`src/rtl/addr4u_pkg.sv`:
```
// Shared types and widths for the shared 4-bit adder controller.
// Includes the state encoding, operand/sum/counter widths and a saturating increment.
package addr4u_pkg;

  localparam int OPW    = 4;
  localparam int SUMW   = 5;
  localparam int ERRW   = 8;
  localparam int RETRYW = 3;

  typedef enum logic [1:0] {
    ST_IDLE  = 2'd0,
    ST_EXEC1 = 2'd1,
    ST_EXEC2 = 2'd2,
    ST_RESP  = 2'd3
  } state_e;

  function automatic logic [ERRW-1:0] sat_inc(input logic [ERRW-1:0] v);
    logic [ERRW-1:0] res;
    if (v == {ERRW{1'b1}}) begin
      res = v;
    end else begin
      res = v + ERRW'(1);
    end
    return res;
  endfunction

endpackage

```
`src/rtl/addr4u_core.sv`:
```
// Combinational 4+4 bit unsigned adder; the carry lands in bit 4 of the sum.
module addr4u_core
  import addr4u_pkg::*;
(
  input  logic [OPW-1:0]  a,
  input  logic [OPW-1:0]  b,
  output logic [SUMW-1:0] s
);

  assign s = SUMW'(a) + SUMW'(b);

endmodule

```
`src/rtl/addr4u_share_ctrl.sv`:
```
// Two-requester controller around one shared adder with round-robin grant.
// Define ADDR4U_RECOMPUTE_EN to add the swapped-operand recompute, compare and retry pass.
module addr4u_share_ctrl
  import addr4u_pkg::*;
#(
  parameter int MAX_RETRY = 2
) (
  input  logic             clk,
  input  logic             rst_n,
  input  logic [1:0]       req_valid,
  output logic [1:0]       req_ready,
  input  logic [OPW-1:0]   req0_a,
  input  logic [OPW-1:0]   req0_b,
  input  logic [OPW-1:0]   req1_a,
  input  logic [OPW-1:0]   req1_b,
  output logic             rsp_valid,
  input  logic             rsp_ready,
  output logic [SUMW-1:0]  rsp_sum,
  output logic             rsp_id,
  output logic             rsp_err,
  input  logic [SUMW-1:0]  flt_inj,
  output logic             busy,
  output logic [ERRW-1:0]  err_cnt
);

  state_e            r_state;
  state_e            w_state_nxt;
  logic              r_ptr;
  logic              r_id;
  logic [OPW-1:0]    r_a;
  logic [OPW-1:0]    r_b;
  logic              r_rsp_valid;
  logic [SUMW-1:0]   r_rsp_sum;
  logic              r_rsp_err;
  logic [ERRW-1:0]   r_err_cnt;
  logic              w_grant_id;
  logic [1:0]        w_req_ready;
  logic [OPW-1:0]    w_add_a;
  logic [OPW-1:0]    w_add_b;
  logic [SUMW-1:0]   w_sum;

`ifdef ADDR4U_RECOMPUTE_EN
  localparam logic [RETRYW-1:0] RETRY_LIM = RETRYW'(MAX_RETRY);
  logic [SUMW-1:0]   r_r1;
  logic [RETRYW-1:0] r_retry;
  logic              w_match;
  logic              w_retry;

  assign w_match = (w_sum == r_r1);
  assign w_retry = (!w_match) && (r_retry < RETRY_LIM);
`endif

  addr4u_core u_core (
    .a (w_add_a),
    .b (w_add_b),
    .s (w_sum)
  );

  // Round-robin pick: pointer only matters when both requesters are valid
  always_comb begin
    w_grant_id = 1'b0;
    case (req_valid)
      2'b01:   w_grant_id = 1'b0;
      2'b10:   w_grant_id = 1'b1;
      2'b11:   w_grant_id = r_ptr;
      default: w_grant_id = 1'b0;
    endcase
  end

  // Next-state, grant strobe and adder input steering
  always_comb begin
    w_state_nxt = r_state;
    w_req_ready = 2'b00;
    w_add_a     = r_a;
    w_add_b     = r_b;
    case (r_state)
      ST_IDLE: begin
        if (|req_valid) begin
          w_state_nxt = ST_EXEC1;
          w_req_ready = w_grant_id ? 2'b10 : 2'b01;
        end else begin
          w_state_nxt = ST_IDLE;
        end
      end
      ST_EXEC1: begin
`ifdef ADDR4U_RECOMPUTE_EN
        w_state_nxt = ST_EXEC2;
`else
        w_state_nxt = ST_RESP;
`endif
      end
      ST_EXEC2: begin
`ifdef ADDR4U_RECOMPUTE_EN
        // Swapped inputs so a stuck adder input bit shows up as a mismatch
        w_add_a = r_b;
        w_add_b = r_a;
        if (w_match) begin
          w_state_nxt = ST_RESP;
        end else if (w_retry) begin
          w_state_nxt = ST_EXEC1;
        end else begin
          w_state_nxt = ST_RESP;
        end
`else
        w_state_nxt = ST_IDLE;
`endif
      end
      ST_RESP: begin
        if (rsp_ready) begin
          w_state_nxt = ST_IDLE;
        end else begin
          w_state_nxt = ST_RESP;
        end
      end
      default: w_state_nxt = ST_IDLE;
    endcase
  end

  // State register
  always_ff @(posedge clk or negedge rst_n) begin
    if (!rst_n) begin
      r_state <= ST_IDLE;
    end else begin
      r_state <= w_state_nxt;
    end
  end

  // Operand capture, compare results, response and error counter
  always_ff @(posedge clk or negedge rst_n) begin
    if (!rst_n) begin
      r_ptr       <= 1'b0;
      r_id        <= 1'b0;
      r_a         <= {OPW{1'b0}};
      r_b         <= {OPW{1'b0}};
      r_rsp_valid <= 1'b0;
      r_rsp_sum   <= {SUMW{1'b0}};
      r_rsp_err   <= 1'b0;
      r_err_cnt   <= {ERRW{1'b0}};
`ifdef ADDR4U_RECOMPUTE_EN
      r_r1        <= {SUMW{1'b0}};
      r_retry     <= {RETRYW{1'b0}};
`endif
    end else begin
      case (r_state)
        ST_IDLE: begin
          if (|req_valid) begin
            r_id  <= w_grant_id;
            r_ptr <= ~w_grant_id;
            r_a   <= w_grant_id ? req1_a : req0_a;
            r_b   <= w_grant_id ? req1_b : req0_b;
`ifdef ADDR4U_RECOMPUTE_EN
            r_retry <= {RETRYW{1'b0}};
`endif
          end
        end
        ST_EXEC1: begin
`ifdef ADDR4U_RECOMPUTE_EN
          r_r1 <= w_sum ^ flt_inj;
`else
          r_rsp_sum   <= w_sum ^ flt_inj;
          r_rsp_err   <= 1'b0;
          r_rsp_valid <= 1'b1;
`endif
        end
        ST_EXEC2: begin
`ifdef ADDR4U_RECOMPUTE_EN
          if (w_match) begin
            r_rsp_sum   <= w_sum;
            r_rsp_err   <= 1'b0;
            r_rsp_valid <= 1'b1;
          end else if (w_retry) begin
            r_retry <= r_retry + RETRYW'(1);
          end else begin
            r_rsp_sum   <= w_sum;
            r_rsp_err   <= 1'b1;
            r_rsp_valid <= 1'b1;
          end
`endif
        end
        ST_RESP: begin
          if (rsp_ready) begin
            r_rsp_valid <= 1'b0;
            if (r_rsp_err) begin
              r_err_cnt <= sat_inc(r_err_cnt);
            end
          end
        end
        default: begin
          r_rsp_valid <= 1'b0;
        end
      endcase
    end
  end

  // Grant strobe is forced low while reset is held, even with requests pending
  assign req_ready = w_req_ready & {2{rst_n}};
  assign rsp_valid = r_rsp_valid;
  assign rsp_sum   = r_rsp_sum;
  assign rsp_id    = r_id;
  assign rsp_err   = r_rsp_err;
  assign busy      = (r_state != ST_IDLE);
  assign err_cnt   = r_err_cnt;

endmodule

```
`config.mk`:
```
export PLATFORM = sky130hd
export DESIGN_NAME = addr4u_share_ctrl
export DESIGN_NICKNAME = d
export VERILOG_FILES = /design/src/rtl/addr4u_pkg.sv /design/src/rtl/addr4u_core.sv /design/src/rtl/addr4u_share_ctrl.sv
export SDC_FILE = /design/constraint.sdc
export NUM_CORES = 1
export LEC_CHECK = 0
export ABC_AREA = 0
export ABC_CLOCK_PERIOD_IN_PS = 2000
export BUFFER_PORTS_ARGS = -buffer_cell sky130_fd_sc_hd__clkbuf_2
export CAP_MARGIN = 10
export CORE_ASPECT_RATIO = 1.1
export CORE_UTILIZATION = 47
export DETAILED_ROUTE_END_ITERATION = 10
export PLACE_DENSITY = 0.79
export SLEW_MARGIN = 20
export SYNTH_ARGS = -nofsm -noshare
export SYNTH_HDL_FRONTEND = slang
export SYNTH_SLANG_ARGS = --single-unit
export TNS_END_PERCENT = 100
```
`constraint.sdc`:
```
create_clock -name clk -period 2 [get_ports clk]
set_input_delay 0.2 -clock clk [delete_from_list [all_inputs] [get_ports clk]]
set_output_delay 0.2 -clock clk [all_outputs]
set_load 0.01 [all_outputs]
```
==> results of run 1 <==
[through the flow]
step / instances / instance area (um^2) / power [mW] / util [%]
after floorplan: 112 / 1095 / 1.385 / -
after global placement: 164 / 1227 / 1.590 / 59.49
after detailed placement: 164 / 1227 / 1.624 / 59.49
final: 169 / 1274 / 1.834 / 61.73
after global routing: 169 / 1274 / 2.034 / 61.73
after CTS: 169 / 1274 / 1.860 / 61.73
[cells in the final DEF (no fill, tap or decap)]
cell type	instances
nand3b_1	3
xnor2_1	3
nor2b_1	1
inv_1	3
a21boi_0	6
ha_1	4
dfrtp_1	18
nand2b_1	2
a211o_1	1
clkbuf_2	35
a21o_1	2
and2_1	3
clkbuf_4	3
nor4_4	1
dlygate4sd3_1	1
o21ai_0	7
and3_4	1
buf_4	2
clkbuf_8	1
nor4bb_1	2
a221o_1	5
xor2_1	2
fa_1	1
a21oi_1	6
nand3_1	3
conb_1	9
or2_0	1
nor2_2	1
or4_1	1
a31oi_1	3
nand2_1	9
nand4b_1	1
[flip-flops by register name, summed over array words and instances, names as in the netlist]
| signal | cells |
|---|---|
| rsp_id | 1 |
| rsp_valid | 1 |
| r_state | 2 |
| r_b | 4 |
| rsp_sum | 5 |
| r_a | 4 |
| r_ptr | 1 |
[worst paths after layout]
| check | start | end | slack [ns] | cells past startpoint |
|---|---|---|---|---|
| worst max-delay path | r_state[0] | req_ready[1] | 0.21 | 3 |
| worst min-delay path | req1_a[2] | r_a[2] | 0.12 | 2 |
| worst max register to register | r_a[0] | rsp_sum[2] | 0.44 | 5 |
| worst min register to register | rsp_valid | rsp_valid | 0.49 | 2 |
| max in group asynchronous | rst_n | r_ptr | 1.38 | 3 |
| min in group asynchronous | rst_n | rsp_sum[0] | 0.42 | 3 |
[cells by family after synthesis]
kind of cell    after synthesis
xor+xnor                      5
compound gates               30
buf+inv                      16
fa+ha+maj                     5
simple gates                 29
other cells                   1
flops                        18
[cell type report]
type                       count  area (um^2)
fill                         203        789.5
multi-input combinational     78        540.5
sequential                    18        450.4
timing repair buffer          38        200.2
clock buffer                   4        36.28
tap                           28        35.03
inverter                       3        11.26
[layer usage]
layer / global-route usage [%] / up-vias / share of wire (%)
met4: 11.43 / 0 / 2.6
met1: 26.59 / 392 / 48
li1: - / 429 / -
met3: 3.125 / 5 / 4.8
met2: 31.28 / 31 / 45
met5: 0 / - / 0
[power by group through the flow]
| stage | sequential [mW] | clock, mW | combinational, mW |
|---|---|---|---|
| detailed placement | 0.697 | 0 | 0.927 |
| CTS | 0.690 | 0.237 | 0.933 |
| global route | 0.720 | 0.253 | 1.06 |
| global placement | 0.688 | 0 | 0.902 |
| floorplan | 0.704 | 0 | 0.681 |
| finish | 0.688 | 0.225 | 0.922 |
[critical path, delay by kind of cell, from the launching register on]
kind	cells	cell delay, ns
AND/OR/NAND/NOR	2	0.68
flip-flops	1	0.48
buffers and inverters	1	0.13
[what timing repair did]
item                                    in CTS  in global routing
endpoints found under the setup margin       0                  0
hold buffers                                 1                  0
endpoints found under the hold margin       18                  0
==> metrics.md, run 1 <==
| Metric | Value |
|---|---|
| Run status | finished, final reports clean |
| Post-synthesis compound-gate area fraction | 19.04% |
| Peak VDD IR | 0.6966 mV |
| RSZ-0062 raised after global routing | false |
| Reg clk slew, reported paths | 0.10 ns |
| Crit path time final | 1.791 ns |
| DP HPWL | 1602 um |
| Clk buf depth | 2 |
| Layout area overhead | 19.62% |
| Sequential share of power | 37.5% |
| CP Max Fanout | 7 |
| # diodes | 0 |
| Starting Density | 51.61% |
| GRT overflow | 0 |
| Critical Path RT | 1.80 ns |
| Most numerous cell in the Yosys netlist | dfrtp_1 |
| Synth top cells by count | dfrtp_1, buf_4, nand2_1 |
| Worst Path Arrival | 1.59 ns |
| Post-cts sizing count | 0 |
| Syn avg cell area | 10.24 um^2 |
| Fin nets | 173 |
| CTS tree | done |
| Endpoints failing setup | 0 |
| Drt total wl | 2021 um |
| Comb power frac | 50.3% |
| Number of antenna violations at the first check in global routing | 0 |
| Post-DR wirelength/cell | 11.96 um |
| Clock share of power | 12.2% |
| Register area share after synthesis | 42.30% |
| GRT Resource Usage Total | 20.41% |
| Worst setup margin | 0.2088 ns |
| Crit share post-route | 89.56% |
| Slowest cell on crit path | nor4_4 |
| Lkg Pwr | 0.6384 nW |
| # rows | 17 |
| Simple-gate portion of the synthesized area | 17.86% |
| CTS H-tree lvls | 1 |
| Post-synth top area share | 42.30% |
| Yosys reg bits | 18 |
| Core area | 0.002063 mm^2 |
| Io pins | 45 |
| Die Ht | 51.92 um |
| Unique masters post-synth | 31 |
| Synth warn | 0 |
| Max Clk Rate | 0.5583 GHz |
| WS Path Type | flop to output pin |
| Mux cell area share after synthesis | 0% |
| ANT nets after route | 0 |
| Vias | 857 |
| Starting DRT DRC Count | 9 |
| Post-CTS setup buffers | 0 |
| Setup tns final | 0 ns |
| Layout Skew | 0.003369 ns |
| Port Buffer Count | 35 |
| Leading area contributor after synthesis | dfrtp_1 |
| Sw frac | 39.43% |
| Share of post-route cells with drive strength above 1 | 31.21% |
| Critical path cell sequence | nor4_4 > and2_1 > clkbuf_2 |
| Vias in the first global route | 816 |
| Switching power | 723.2 uW |
| Post-Syn Area | 0.001065 mm^2 |
| Inserted Clock Buffers | 3 |
| MaxCap Viol Count | 0 |
| CTS Sinks | 18 |
| Pwr Density | 1440 mW/mm^2 |
| Hold Path Class | primary input to flop |
| Die W | 47.38 um |
| Root Driver | clkbuf_4 |
| Mapped Cells | 104 |
| GPL Wtd Cong | 0.8253 |
| Commonest register cell after synthesis | dfrtp_1 |
| CP max stage delay | 0.49 ns |
| Final Hold Viols | 0 |
| Total iterations of the first detailed-routing run | 4 |
| Asr flop ratio synth | 100.0% |
| First-pass GRT wire length | 3505 um |
| P_int | 1.111 mW |
| Clk_lat worst skew | 0.30 ns |
| CP startpoint kind | flop |
| Dpl ws | 0.4542 ns |
| EDFF count, synth | 0 |
| Largest net degree at the start of global routing | 19 |
| Critical Path End Type | output pin |
| Via density | 5.071 |
| Die area | 0.002460 mm^2 |
| Synth area leaders | dfrtp_1, buf_4, a221o_1 |
| Drc violations | 0 |
| Slew Limit Fails | 0 |
| Largest family of logic cells by synthesized area | compound AO/OA/AOI/OAI gates |
| Worst hold slack | 0.1211 ns |
| XOR/XNOR share of the synthesized area | 4.113% |
| Post-Synth Adder-Cell Area | 6.580% |
Power figures use the tool's default switching activity.
==> inputs of run 2 (changes only) <==
--- a/config.mk
+++ b/config.mk
@@ -10,9 +10,10 @@
 export BUFFER_PORTS_ARGS = -buffer_cell sky130_fd_sc_hd__clkbuf_2
 export CAP_MARGIN = 10
 export CORE_ASPECT_RATIO = 1.1
-export CORE_UTILIZATION = 47
+export CORE_UTILIZATION = 49
+export CTS_BUF_LIST = sky130_fd_sc_hd__clkbuf_8
 export DETAILED_ROUTE_END_ITERATION = 10
-export PLACE_DENSITY = 0.79
+export PLACE_DENSITY = 0.82
 export SLEW_MARGIN = 20
 export SYNTH_ARGS = -nofsm -noshare
 export SYNTH_HDL_FRONTEND = slang
==> run 2 against run 1 <==
Against the previous run: sequential cell count unchanged; count of clock-buffer cells in the layout unchanged; sequential power about the same; highest routed layer unchanged; die area decreased by 3.9%; sequential share of layout area decreased by 0.51 points; critical path depth unchanged; maximum frequency increased by 3.9%; combinational power increased by 0.7%; cell count unchanged; clock skew about the same.
==> metrics.md, run 2 (synthesized netlist as in run 1, its figures left out) <==
| Metric | Value |
|---|---|
| Max Clk Rate | 0.5799 GHz (+3.9%) |
| Drc violations | 0 (unchanged) |
| Root Driver | clkbuf_8 |
| Layout area overhead | 21.39% |
| RSZ-0062 raised after global routing | false |
| Fin area | 0.001292 mm^2 (+1.5%) |
| Starting DRT DRC Count | 19 (+10) |
| WHS Path Cells | 2 (unchanged) |
| ANT nets after route | 0 (unchanged) |
| First-pass GRT wire length | 3553 um (+1.4%) |
| Sw frac | 38.58% (-0.85 points) |
| Inserted Clock Buffers | 3 (unchanged) |
| Crit share post-route | 86.23% (-3.3 points) |
| MaxCap Viol Count | 0 (unchanged) |
| Crit path depth | 3 (unchanged) |
| Tot Pwr | 1.919 mW (+4.6%) |
| Die W | 46.45 um (-2.0%) |
| Non-filler instance count after layout | 169 (unchanged) |
| Share of post-route cells with drive strength above 1 | 31.21% (unchanged) |
| Critical Path End Type | output pin |
| Critical Path RT | 1.80 ns (about the same) |
| Endpoints failing setup | 0 (unchanged) |
| Critical path cell sequence | nor4_4 > and2_1 > clkbuf_2 |
| WS Path Type | flop to output pin |
| Hold Path Class | primary input to flop |
| R2R depth | 5 (unchanged) |
| Clk buf depth | 2 (unchanged) |
| CTS tree | done |
| CP Buf/Inv Count | 1 (unchanged) |
| Leading cell types in the layout, fill and taps excluded | clkbuf_2, dfrtp_1, nand2_1, conb_1, o21ai_0 |
| Run status | finished, final reports clean |
| Total iterations of the first detailed-routing run | 5 (+1) |
| Comb power frac | 48.4% (-1.9 points) |
| Slew Limit Fails | 0 (unchanged) |
| Port Buffer Count | 35 (unchanged) |
| Fin nets | 173 (unchanged) |
| Slowest cell on crit path | nor4_4 |
| Dpl cell area | 0.001227 mm^2 (unchanged) |
| Core area | 0.002021 mm^2 (-2.1%) |
| Final Hold Viols | 0 (unchanged) |
| CP startpoint kind | flop |
| GRT overflow | 0 (unchanged) |
| Post-DR wirelength/cell | 12.44 um (+4.0%) |
| # fillers | 171 (-16%) |
| Vias | 878 (+2.5%) |
| P_int | 1.179 mW (+6.1%) |
| Die area | 0.002364 mm^2 (-3.9%) |
| Clock share of power | 15.6% (+3.4 points) |
| Most common cell after layout, fill and taps aside | clkbuf_2 |
| Largest register FFs | 5 (unchanged) |
| DP HPWL | 1625 um (+1.4%) |
| Top delay family on crit path | simple AND/OR/NAND/NOR gates |
| GRT Resource Usage Total | 21.58% (+1.2 points) |
| Starting Density | 52.69% (+1.1 points) |
| CP Max Fanout | 7 (unchanged) |
| CTS H-tree lvls | 1 (unchanged) |
| Number of antenna violations at the first check in global routing | 0 (unchanged) |
| Io pins | 45 (unchanged) |
| Vias in the first global route | 806 (-1.2%) |
| Crit path time final | 1.725 ns (-0.06669 ns) |
| Largest net degree at the start of global routing | 19 (unchanged) |
| CP max stage delay | 0.48 ns (about the same) |
| Switching power | 740.3 uW (+2.4%) |
| Setup tns final | 0 ns (unchanged) |
| Sequential share of power | 36.0% (-1.5 points) |
| CTS Sinks | 18 (unchanged) |
| Pwr Density | 1485 mW/mm^2 (+3.1%) |
| Drt total wl | 2102 um (+4.0%) |
| Reg clk slew, reported paths | 0.07 ns (-0.03 ns) |
| Worst Path Arrival | 1.52 ns (-0.07 ns) |
| Peak VDD IR | 0.6876 mV (-1.3%) |
| # diodes | 0 (unchanged) |
| Clk_lat worst skew | 0.26 ns (-0.04 ns) |
| Die Ht | 50.89 um (-2.0%) |
| Dpl cells | 164 (unchanged) |
| GPL Wtd Cong | 0.8472 (+2.7%) |
| Layout Skew | 0.002908 ns (-0.0004610 ns) |
| Via density | 5.195 (+2.5%) |
| Lkg Pwr | 0.6461 nW (+1.2%) |
| # rows | 17 (unchanged) |
## run 2: cell counts in the layout (fill, tap and decap cells not counted)
Identical to the previous run, type by type.
## run 2: cell type report
class                      instances  area (um^2)  share of cell area [%]
inverter                           3        11.26                  0.8712
timing repair buffer              38        200.2                   15.49
multi-input combinational         78        540.5                   41.82
tap                               28        35.03                   2.711
clock buffer                       4        55.05                   4.259
sequential                        18        450.4                   34.85
## run 2: worst paths after layout
check	end	from	slack (ns)
max	req_ready[1]	r_state[0]	0.28
min	r_b[1]	req0_b[1]	0.17
max reg2reg	rsp_sum[2]	r_a[0]	0.40
min reg2reg	rsp_sum[3]	rsp_sum[3]	0.48
max in group asynchronous	r_b[1]	rst_n	1.31
min in group asynchronous	rsp_sum[4]	rst_n	0.50
## run 2: power by group through the flow
stage / Clock (mW) / Combinational [mW] / Sequential, mW
after floorplan: 0 / 0.681 / 0.704
after global placement: 0 / 0.898 / 0.687
after detailed placement: 0 / 0.932 / 0.699
after CTS: 0.310 / 0.938 / 0.693
after global routing: 0.321 / 1.05 / 0.722
final: 0.300 / 0.928 / 0.691
## run 2: metal layers
layer | GRT usage, % | share of wire (%) | up-vias
met1 | 28.67 | 48 | 409
met5 | 0 | 0 | -
met3 | 4.240 | 5.8 | 5
met2 | 31.48 | 44 | 38
met4 | 13.24 | 2.5 | 0
li1 | - | - | 426
## run 2: repair_timing
action,CTS,global route
resized for setup,0,0
endpoints found under the setup margin,0,0
hold buffers,1,0
hold endpoints to repair,18,0
buffers inserted,0,0
## run 2: worst reg2reg max path, stage by stage (launching register included)
cell	delay [ns]
dfrtp_1	0.38
ha_1	0.23
fa_1	0.41
xor2_1	0.22
xnor2_1	0.13
o21ai_0	0.09
## run 2: stage by stage
step / setup WS [ns] / hold WS [ns] / util, %
floorplan: 0.5418 / -0.09559 / -
CTS: 0.2540 / 0.1611 / 63.96
global route: 0.1583 / 0.1647 / 63.96
global placement: 0.5054 / 0.2165 / 60.74
finish: 0.2755 / 0.1691 / 63.96
detailed placement: 0.4105 / 0.2241 / 60.74
==> inputs of run 3 (changes only) <==
--- a/config.mk
+++ b/config.mk
@@ -9,11 +9,13 @@
 export ABC_CLOCK_PERIOD_IN_PS = 2000
 export BUFFER_PORTS_ARGS = -buffer_cell sky130_fd_sc_hd__clkbuf_2
 export CAP_MARGIN = 10
+export CELL_PAD_IN_SITES_DETAIL_PLACEMENT = 0
+export CELL_PAD_IN_SITES_GLOBAL_PLACEMENT = 1
 export CORE_ASPECT_RATIO = 1.1
-export CORE_UTILIZATION = 49
+export CORE_UTILIZATION = 36
 export CTS_BUF_LIST = sky130_fd_sc_hd__clkbuf_8
 export DETAILED_ROUTE_END_ITERATION = 10
-export PLACE_DENSITY = 0.82
+export PLACE_DENSITY_LB_ADDON = 0.1
 export SLEW_MARGIN = 20
 export SYNTH_ARGS = -nofsm -noshare
 export SYNTH_HDL_FRONTEND = slang
==> constraint.sdc (replaced) <==
create_clock -name clk -period 2 [get_ports clk]
set_input_delay 0.1 -clock clk [delete_from_list [all_inputs] [get_ports clk]]
set_output_delay 0.1 -clock clk [all_outputs]
set_load 0.01 [all_outputs]
==> run 3 against run 2 <==
Against the previous run: sequential power down 0.9%; maximum frequency down 1.4%; wire length up 1.8%; cell count up 2.4%; sequential share of layout area about the same; critical path type unchanged.
==> metrics.md, run 3 (synthesized netlist as in run 1, its figures left out) <==
| Metric | Value |
|---|---|
| RR Endpoint | rsp_sum[2] |
| Lkg Pwr | 0.6410 nW (-0.79%) |
| Tot Pwr | 1.897 mW (-1.1%) |
| Share of post-route cells with drive strength above 1 | 30.71% (-0.49 points) |
| Clk_lat worst skew | 0.26 ns (about the same) |
| Dpl cells | 168 (+2.4%) |
| # fillers | 277 (+62%) |
| Run status | finished, final reports clean |
| Reg clk slew, reported paths | 0.07 ns (about the same) |
| Critical Path End Type | output pin |
| Number of antenna violations at the first check in global routing | 0 (unchanged) |
| CP Max Fanout | 12 (+5) |
| GRT overflow | 0 (unchanged) |
| Peak VDD IR | 0.5687 mV (-17%) |
| Die W | 53.86 um (+16%) |
| Layout area overhead | 21.27% (about the same) |
| Non-filler instance count after layout | 173 (+2.4%) |
| Vias in the first global route | 824 (+2.2%) |
| Port Buffer Count | 35 (unchanged) |
| Starting Density | 38.33% (-14 points) |
| Reg-to-reg setup timing slack | 0.42 ns (+0.02 ns) |
| Crit path time final | 1.749 ns (+0.02497 ns) |
| Crit share post-route | 87.47% (+1.2 points) |
| Post-cts sizing count | 0 (unchanged) |
| Io pins | 45 (unchanged) |
| MaxCap Viol Count | 0 (unchanged) |
| Worst slew pin tran | 0.4975 ns |
| Inserted Clock Buffers | 3 (unchanged) |
| WS Path Type | flop to output pin |
| Largest net degree at the start of global routing | 18 (-1) |
| Die Ht | 59.04 um (+16%) |
| # rows | 20 (+3) |
| Hold Path Class | primary input to flop |
| Final Hold Viols | 0 (unchanged) |
| # diodes | 0 (unchanged) |
| Most common cell after layout, fill and taps aside | clkbuf_2 |
| First-pass GRT wire length | 3539 um (-0.39%) |
| Pwr Density | 1469 mW/mm^2 (-1.0%) |
| CTS H-tree lvls | 1 (unchanged) |
| Finished Core Util | 46.49% (-17 points) |
| Die area | 0.003180 mm^2 (+35%) |
| Via density | 4.977 (-4.2%) |
| Multi-input combinational cell area | 540.5 um^2 (unchanged) |
| Root Driver | clkbuf_8 |
| Critical Path RT | 1.90 ns (+0.10 ns) |
| Max Clk Rate | 0.5716 GHz (-1.4%) |
| Clk buf depth | 2 (unchanged) |
| CTS Sinks | 18 (unchanged) |
| RR Startpoint | r_a[0] |
| Leading cell types in the layout, fill and taps excluded | clkbuf_2, dfrtp_1, nand2_1, conb_1, o21ai_0 |
| CTS tree | done |
| Hold EP | r_a[1] |
| Layout Skew | 0.006151 ns (+0.003243 ns) |
| Setup tns final | 0 ns (unchanged) |
| R2R depth | 5 (unchanged) |
| Starting DRT DRC Count | 17 (-2) |
| Slew Limit Fails | 0 (unchanged) |
| Hold Crit Start | req1_a[1] |
| WHS Path Cells | 2 (unchanged) |
| CP startpoint kind | flop |
| RSZ-0062 raised after global routing | false |
| GPL Wtd Cong | 0.7077 (-16%) |
| Drt total wl | 2140 um (+1.8%) |
| DP HPWL | 1690 um (+4.0%) |
| GRT Resource Usage Total | 15.86% (-5.7 points) |
| Total iterations of the first detailed-routing run | 4 (-1) |
| Post-DR wirelength/cell | 12.37 um (-0.55%) |
| Core area | 0.002778 mm^2 (+37%) |
| Drc violations | 0 (unchanged) |
| Endpoints failing setup | 0 (unchanged) |
| Max_slew headroom | 66.76% |
| ANT nets after route | 0 (unchanged) |
| Worst Path Arrival | 1.65 ns (+0.13 ns) |
| Largest register FFs | 5 (unchanged) |
| Vias | 861 (-1.9%) |
| Fin nets | 172 (-0.58%) |
| Register area | 450.4 um^2 (unchanged) |
run 3: where the power goes:
part           leakage, nW  switching (mW)  internal, mW
Clock               0.0288           0.127         0.175
Combinational        0.396           0.471         0.439
Sequential           0.216           0.136         0.549
run 3: repair_timing:
item,in CTS,in global routing
buffers inserted,0,0
endpoints found under the hold margin,18,0
setup endpoints to repair,0,0
hold buffers,1,0
run 3: layout make-up:
| type | count | area share [%] |
|---|---|---|
| clock buffers | 4 | 4.264 |
| inverters | 3 | 0.8721 |
| multi-input cells | 78 | 41.86 |
| flip-flops and latches | 18 | 34.88 |
| well taps | 33 | 3.198 |
| repair buffers | 37 | 14.92 |
run 3: metrics by stage:
step | setup WS (ns) | hold slack (ns) | area [um^2]
floorplan | 0.5418 | -0.1956 | 1095
global placement | 0.4880 | -0.09516 | 1226
detailed placement | 0.4426 | -0.09542 | 1226
CTS | 0.2067 | 0.06164 | 1291
global route | 0.1084 | 0.06114 | 1291
finish | 0.2505 | 0.07062 | 1291
run 3: critical path, stage by stage (launching register included):
cell	delay, ns
dfrtp_1	0.46
nor2_2	0.38
and3_4	0.31
and2_1	0.13
clkbuf_2	0.12
run 3: worst max-delay path by stage:
stage	from	endpoint	slack, ns	depth (start not counted)
after floorplan	r_a[0]	rsp_sum[2]	0.54	5
after global placement	r_a[0]	rsp_sum[2]	0.49	5
after detailed placement	r_a[0]	rsp_sum[2]	0.44	5
after CTS	r_state[0]	req_ready[0]	0.21	4
after global routing	r_state[0]	req_ready[0]	0.11	4
final	r_state[0]	req_ready[0]	0.25	4
run 3: metal layers:
metal	GRT usage (%)	wire (um)	share of wire, %	up-vias
met5	0	0	0	-
met4	9.023	54	2.5	0
met3	3.333	87	4.1	5
met2	25.93	1064	50	25
met1	18.84	933	44	402
li1	-	-	-	429
